--- config.mk ---
export PLATFORM = sky130hd
export DESIGN_NAME = viterbi_frame_decoder
export DESIGN_NICKNAME = d
export VERILOG_FILES = /design/src/rtl/viterbi_frame_decoder.sv
export SDC_FILE = /design/constraint.sdc
export NUM_CORES = 1
export LEC_CHECK = 0
export ABC_AREA = 1
export BUFFER_PORTS_ARGS = -buffer_cell sky130_fd_sc_hd__buf_4
export CORE_AREA = 3 3 150 152
export CTS_BUF_LIST = sky130_fd_sc_hd__clkbuf_16
export CTS_CLUSTER_DIAMETER = 100
export DETAILED_ROUTE_END_ITERATION = 10
export DIE_AREA = 0 0 153 155
export HOLD_SLACK_MARGIN = 0.06
export REMOVE_ABC_BUFFERS = 1
export SYNTH_ARGS = -nofsm -noshare
export SYNTH_HDL_FRONTEND = slang
export SYNTH_SLANG_ARGS = --single-unit
export TNS_END_PERCENT = 20
--- constraint.sdc ---
create_clock -name clk -period 3.2 [get_ports clk]
set_input_delay 0.16 -clock clk [delete_from_list [all_inputs] [get_ports clk]]
set_output_delay 0.16 -clock clk [all_outputs]
set_load 0.01 [all_outputs]
--- src/rtl/viterbi_frame_decoder.sv ---
// Frame-based hard-decision Viterbi decoder: per-symbol ACS over all states,
// one traceback per frame, then serial bit output under valid/ready.
module viterbi_frame_decoder #(
  parameter int R = 2,
  parameter int K = 3,
  parameter logic [R*K-1:0] G = 6'b101111,
  parameter int FRAME_LEN = 6,
  parameter int TERMINATED = 1,
  parameter int METRIC_W = 6
) (
  input  logic                clk,
  input  logic                rst,
  input  logic                in_valid,
  output logic                in_ready,
  input  logic [R-1:0]        in_sym,
  output logic                out_valid,
  input  logic                out_ready,
  output logic                out_bit,
  output logic                out_last,
  output logic [METRIC_W-1:0] out_metric,
  output logic                frame_done
);

  localparam int NS = 2 ** (K - 1);
  localparam int SW = K - 1;
  localparam int TW = (FRAME_LEN > 1) ? $clog2(FRAME_LEN) : 1;
  localparam int NOUT = (TERMINATED != 0) ? FRAME_LEN - (K - 1) : FRAME_LEN;
  localparam logic [TW-1:0] T_LAST = TW'(FRAME_LEN - 1);
  localparam logic [TW-1:0] I_LAST = TW'(NOUT - 1);
  localparam logic [METRIC_W-1:0] PM_INIT = METRIC_W'(R * FRAME_LEN + 1);

  typedef enum logic [1:0] {
    S_ACS,
    S_TRACE,
    S_OUT
  } state_t;

  state_t state;
  logic [METRIC_W-1:0] pm [NS];
  logic [METRIC_W-1:0] pm_n [NS];
  logic [METRIC_W-1:0] c0 [NS];
  logic [METRIC_W-1:0] c1 [NS];
  logic [NS-1:0] sv_n;
  logic [NS-1:0] surv [FRAME_LEN];
  logic [FRAME_LEN-1:0] dec;
  logic [TW-1:0] t;
  logic [TW-1:0] idx;
  logic [TW-1:0] idx_nx;
  logic [SW-1:0] st;
  logic [SW-1:0] st_cur;
  logic [SW-1:0] st_next;
  logic [SW-1:0] best;
  logic [SW-1:0] start;
  logic accept;

  function automatic logic [SW-1:0] pred(input int n, input logic b);
    return SW'(2 * n + int'(b));
  endfunction

  function automatic logic [METRIC_W-1:0] branch_metric(
    input int n,
    input logic b,
    input logic [R-1:0] sym
  );
    logic [SW-1:0] nn;
    logic [K-1:0] r;
    logic [METRIC_W-1:0] d;
    nn = SW'(n);
    r = {nn[SW-1], pred(n, b)};
    d = '0;
    for (int j = 0; j < R; j++)
      d = d + METRIC_W'(sym[j] ^ (^(G[j*K +: K] & r)));
    return d;
  endfunction

  function automatic logic [METRIC_W-1:0] sat_add(
    input logic [METRIC_W-1:0] a,
    input logic [METRIC_W-1:0] b
  );
    logic [METRIC_W:0] s;
    s = {1'b0, a} + {1'b0, b};
    return s[METRIC_W] ? '1 : s[METRIC_W-1:0];
  endfunction

  assign accept = in_valid & in_ready;

  // Ties resolve towards the b=0 predecessor.
  always_comb begin
    sv_n = '0;
    for (int n = 0; n < NS; n++) begin
      c0[n] = sat_add(pm[pred(n, 1'b0)], branch_metric(n, 1'b0, in_sym));
      c1[n] = sat_add(pm[pred(n, 1'b1)], branch_metric(n, 1'b1, in_sym));
      pm_n[n] = c0[n];
      if (c1[n] < c0[n]) begin
        pm_n[n] = c1[n];
        sv_n[n] = 1'b1;
      end
    end
  end

  always_comb begin
    best = '0;
    for (int n = 1; n < NS; n++)
      if (pm[n] < pm[best]) best = SW'(n);
  end

  assign start = (TERMINATED != 0) ? '0 : best;
  assign st_cur = (t == T_LAST) ? start : st;
  assign st_next = SW'({st_cur, surv[t][st_cur]});
  assign idx_nx = idx + 1'b1;

  always_ff @(posedge clk) begin
    if (rst) begin
      state <= S_ACS;
      in_ready <= 1'b1;
      out_valid <= 1'b0;
      out_bit <= 1'b0;
      out_last <= 1'b0;
      out_metric <= '0;
      frame_done <= 1'b0;
      t <= '0;
      idx <= '0;
      st <= '0;
      for (int n = 0; n < NS; n++)
        pm[n] <= (n == 0) ? '0 : PM_INIT;
    end else begin
      frame_done <= 1'b0;
      unique case (state)
        S_ACS: begin
          if (accept) begin
            for (int n = 0; n < NS; n++) pm[n] <= pm_n[n];
            if (t == T_LAST) begin
              state <= S_TRACE;
              in_ready <= 1'b0;
            end else begin
              t <= t + 1'b1;
            end
          end
        end
        S_TRACE: begin
          if (t == T_LAST) out_metric <= pm[start];
          st <= st_next;
          if (t == '0) state <= S_OUT;
          else t <= t - 1'b1;
        end
        S_OUT: begin
          if (!out_valid) begin
            out_valid <= 1'b1;
            out_bit <= dec[0];
            out_last <= (I_LAST == '0);
            idx <= '0;
          end else if (out_ready) begin
            if (out_last) begin
              out_valid <= 1'b0;
              out_last <= 1'b0;
              frame_done <= 1'b1;
              state <= S_ACS;
              in_ready <= 1'b1;
              t <= '0;
              for (int n = 0; n < NS; n++)
                pm[n] <= (n == 0) ? '0 : PM_INIT;
            end else begin
              idx <= idx_nx;
              out_bit <= dec[idx_nx];
              out_last <= (idx_nx == I_LAST);
            end
          end
        end
        default: state <= S_ACS;
      endcase
    end
  end

  // Survivor and decoded-bit storage needs no reset: every frame rewrites it.
  always_ff @(posedge clk) begin
    if (state == S_ACS && accept) surv[t] <= sv_n;
    if (state == S_TRACE) dec[t] <= st_cur[SW-1];
  end

endmodule

# Word level (Yosys, flattened, before mapping)
# Memory sizes are Yosys's and may differ from the RTL's. A register that Yosys moved wholly into a read port is not among the register bits.
# Cells that the tools add are included.
[op_classes] n_addsub=15 magnitude_cmp=8 eq_ne=14 mux=80 n_bitwise=11 reduce_logical=12
[op_table] operator="2-to-1 mux 6 bit" count=20
[op_table] operator="2-to-1 mux 1 bit" count=35
[op_table] operator="2-to-1 mux 3 bit" count=11
[op_table] operator="adder 6 x 2 -> 7 bit" count=4
[op_table] operator="adder 6 x 6 -> 7 bit" count=4
[op_table] operator="< comparator 6 bit" count=4
[op_table] operator="!= test 2 bit, second input constant" count=9
[op_table] operator="2-to-1 mux 2 bit" count=7
[op_table] operator="AND reduction 6 bit" count=2
[op_table] operator="case mux 3 bit (3 select lines)" count=1
[op_table] operator="adder 1 x 1 -> 2 bit" count=4
[op_table] operator="< comparator 3 x 4 -> 1 bit, second input constant" count=2
[op_table] operator="bitwise OR 1 bit" count=8
[op_table] operator="AND reduction 7 bit" count=1
[op_table] operator="adder 3 x 1 -> 3 bit, second input constant" count=2
[op_table] operator="bitwise mux 6 bit" count=1
[op_table] operator="case mux 2 bit (3 select lines)" count=1
[op_table] operator="AND reduction 2 bit" count=2
[op_table] operator="binary-select mux 1 bit (select 3 bit)" count=1
[op_table] operator="demux 1 bit (select 3 bit)" count=1
[op_table] operator="equality test 3 x 2 -> 1 bit, second input constant" count=1
[op_table] operator="equality test 3 bit, second input constant" count=1
[op_table] operator="greater-or-equal comparator 3 x 1 -> 1 bit, second input constant" count=1
[op_table] operator="zero test 3 bit" count=1
[op_table] operator="14 further kinds" count=16
[totals] ff_bits=27 ramBits=48 input_bits=6 output_inout_bits=11 wordCells=153 memories=2
[memory_table] memory="pm" depth=4 word_bits=6 rd=4 rd_ports_with_merged_regs=0 wr=4 line_no="39" text="logic [METRIC_W-1:0] pm [NS];"
[memory_table] memory="surv" depth=6 word_bits=4 rd=1 rd_ports_with_merged_regs=1 wr=1 line_no="44" text="logic [NS-1:0] surv [FRAME_LEN];"

# Longest topological paths before layout
[logic_depth] ltp_word=8 ltp_mapped=20 depth_no_buf=20

# Worst setup path after synthesis
# Ideal clock, no wire load.
[synth_timing] path_kind="input port to flip-flop" start="input in_sym[0]" end="memory pm[2][5], data pin" setup_time_ns=0.255 t_arrival_ns=2.743 setup_slack_ns=0.202 path_stages=17 path_cell_list="inv_1 -> ha_1 -> ha_1 -> ha_1 -> a21oi_2 -> inv_1 -> nand2_2 -> inv_1 -> a31oi_1 -> o21ai_0 -> ha_1 -> nand2_1 -> nor2_1 -> a211oi_2 -> nand3_1 -> nand2_1 -> nor2_1"
[synth_lines] item="start: declaration" line_no="15" text="input logic [R-1:0] in_sym,"
[synth_lines] item="end: declaration" line_no="39"

==> reports/metrics.yaml <==
finalMaxSlewViolations: 0
port_buffers: 16
initial_utilization: 0.252
cts_tree: "built"
clock_sinks: 78
internal-power_mw: 3.14
seq_area_frac_synth: 0.372
cts_hold_buf: 0
synth_top_area_cell: "edfxtp_1"
gp_congestion: 0.827
cap_violations: 0
worstHoldStart: "rst"
rr_worst_depth: 16
synthesis.area_um2: 5320
htreeDepth: 3
clock.fmax_mhz: 344
post-place-ws_ps: 31.4
wl_mm: 11.9
syn_area_per_cell_um2: 7.53
r2r-start: "pm[1][1]"
drtIter0Drc: 357
p_sw_frac: 0.458
finalSetupViolCount: 0
final_cell_mix: "nand2_1 (158), inv_1 (96), nor2_1 (88)"
synth.top_cell.area_share: 0.237
num_vias: 4536
power_switching_mw: 2.65
synth-seq-cells: 78
ir_drop_v: 0.000319
clk_path_buf_depth: 2
power.leakage_nw: 2.78
yosysWarnings: 0
reg2reg_slack_ps: 290
synthTopCellsByArea: "edfxtp_1 (24%), dfxtp_1 (14%), nand2_1 (11%)"
crit_path_end_kind: "flip-flop"
arrival_ps: 2980
row_count: 53
timing_hold_violations_final: 0
via_per_inst: 4.46
startpoint_type: "flip-flop"
die-area_um2: 23700
r2r-end: "pm[2][3]"
diodes: 0
area_growth_pct: 14.7
hold_path_depth: 2
synth_cell_types: 43
cts_resized: 0
fp.dieH_um: 155
skew_ps: 9.25
power_mw: 5.79
final_net_count: 783
cellPowerDensity_nw_per_um2: 948
worst_skew_pair.late_latency_ps: 330
core_area_um2: 21200
timing.slew.headroom: 0.517
boundaryPins: 17
hold_class: "input pin to flip-flop"
worstPathRequired_ps: 3270
period_share: 0.909
drive_gt1_frac: 0.139
finalInstanceArea_um2: 6100
sequentialPowerShare: 0.278
cp_max_fo: 10
grt_max_degree: 25
whs_endpoint: "idx[2]"
grt_antenna_before_repair: 0
syn_inst: 707
dp_hpwl_mm: 9.39
overflow: 0
clockRootBuffer: "clkbuf_16"
avgRoutedWirePerCell_um: 11.8
cts_inserted_buffers: 9
postRouteAntennaNets: 0
worst_pin_slew_ps: 722
firstDrtPassIters: 5
grt_pass1_vias: 4330
cts_setup_buffers: 0
dieWidth_um: 153
fin_ws_ps: 290
worstSetupPathType: "flip-flop to flip-flop"
grt_usage: 0.103
finalSetupTns_ps: 0
placed_area_um2: 5820
final_common_cell: "nand2_1"
drc: 0
p_comb_frac: 0.552
clk_pin_slew_worst_paths_ps: 70
period_minus_slack_ps: 2910
outcome: "completed"
hold_ws_ps: 104
clockPowerShare: 0.170
rsz0062_at_grt: "false"
grt_pass1_wl_mm: 20.7
[power by group through the flow]
stage / Clock, mW / Sequential [mW] / Combinational, mW
5_1_grt: 1.05 / 1.63 / 3.70
4_1_cts: 1.01 / 1.60 / 3.21
2_1_floorplan: 0 / 1.58 / 2.46
3_3_place_gp: 0 / 1.63 / 3.14
6_report: 0.987 / 1.61 / 3.19
3_5_place_dp: 0 / 1.63 / 3.18
[cell usage after synthesis (all sizes together)]
master / count
clkinv: 1
nand2: 183
inv: 108
nand3: 62
xor2: 9
o311ai: 1
buf: 4
nand4: 1
o22a: 1
or2: 4
dfxtp: 36
xnor2: 3
ha: 40
o21ai: 37
o22ai: 5
a211oi: 7
edfxtp: 42
o211ai: 4
fa: 1
nand3b: 4
nor3b: 1
nor2: 92
clkbuf: 3
a21oi: 43
a31oi: 4
nor3: 8
a21boi: 3
[stage by stage]
step,utilization,std cells
global placement,0.275,1000
floorplan,-,700
finish,0.288,1016
detailed placement,0.275,1000
CTS,0.288,1016
global route,0.288,1016
[metal layers]
metal / GRT usage / wire length (um) / share of wire
met1: 0.140 / 5800 / 0.49
met2: 0.174 / 5520 / 0.46
met3: 0.0108 / 385 / 0.032
met4: 0.0322 / 238 / 0.020
met5: 0 / 0 / 0
[area by class of cell]
| class | instances | area [um2] |
|---|---|---|
| inverter | 109 | 409 |
| clock inverter | 7 | 60.1 |
| fill | 2260 | 15100 |
| tap | 275 | 344 |
| clock buffer | 9 | 225 |
| multi-input combinational | 513 | 2890 |
| sequential | 78 | 1980 |
| timing repair buffer | 25 | 188 |
[sequential cells by signal, summed over array words and instances (netlist names), 2 cells and up, named ones only]
name        flops
surv           24
pm             24
st              2
dec             6
out_metric      6
t               3
state           2
idx             3
[critical path: stages, from the launching register on]
cell and delay (ps):
edfxtp_1 500, xor2_1 220, ha_1 220, a21oi_2 150
inv_1 100, nand2_2 130, inv_1 80, a31oi_1 140
o21ai_0 120, ha_1 300, nand2_1 80, nor2_1 50
a211oi_2 140, buf_4 210, nand2_4 80, nand2_1 60
nand3_1 60
[worst max path at each step]
stage          slack [ps]  cells past startpoint          to      start
2_1_floorplan         180                     17    pm[2][0]  in_sym[0]
3_3_place_gp           90                     19  surv[2][0]  in_sym[0]
3_5_place_dp           30                     19  surv[2][0]  in_sym[0]
4_1_cts               290                     16    pm[2][3]   pm[1][1]
5_1_grt                20                     20    pm[1][2]  in_sym[1]
6_report              290                     16    pm[2][3]   pm[1][1]
[cells by family (layout without fill, tap and decap cells)]
group / count (synthesis) / in the layout / share of synthesized area
buf+inv: 116 / 150 / 0.0837
xor+xnor: 12 / 12 / 0.0198
flops: 78 / 78 / 0.372
simple gates: 355 / 355 / 0.304
fa+ha+maj: 41 / 41 / 0.0978
compound gates: 105 / 105 / 0.123
No activity file was read; power rests on OpenSTA's default activity.
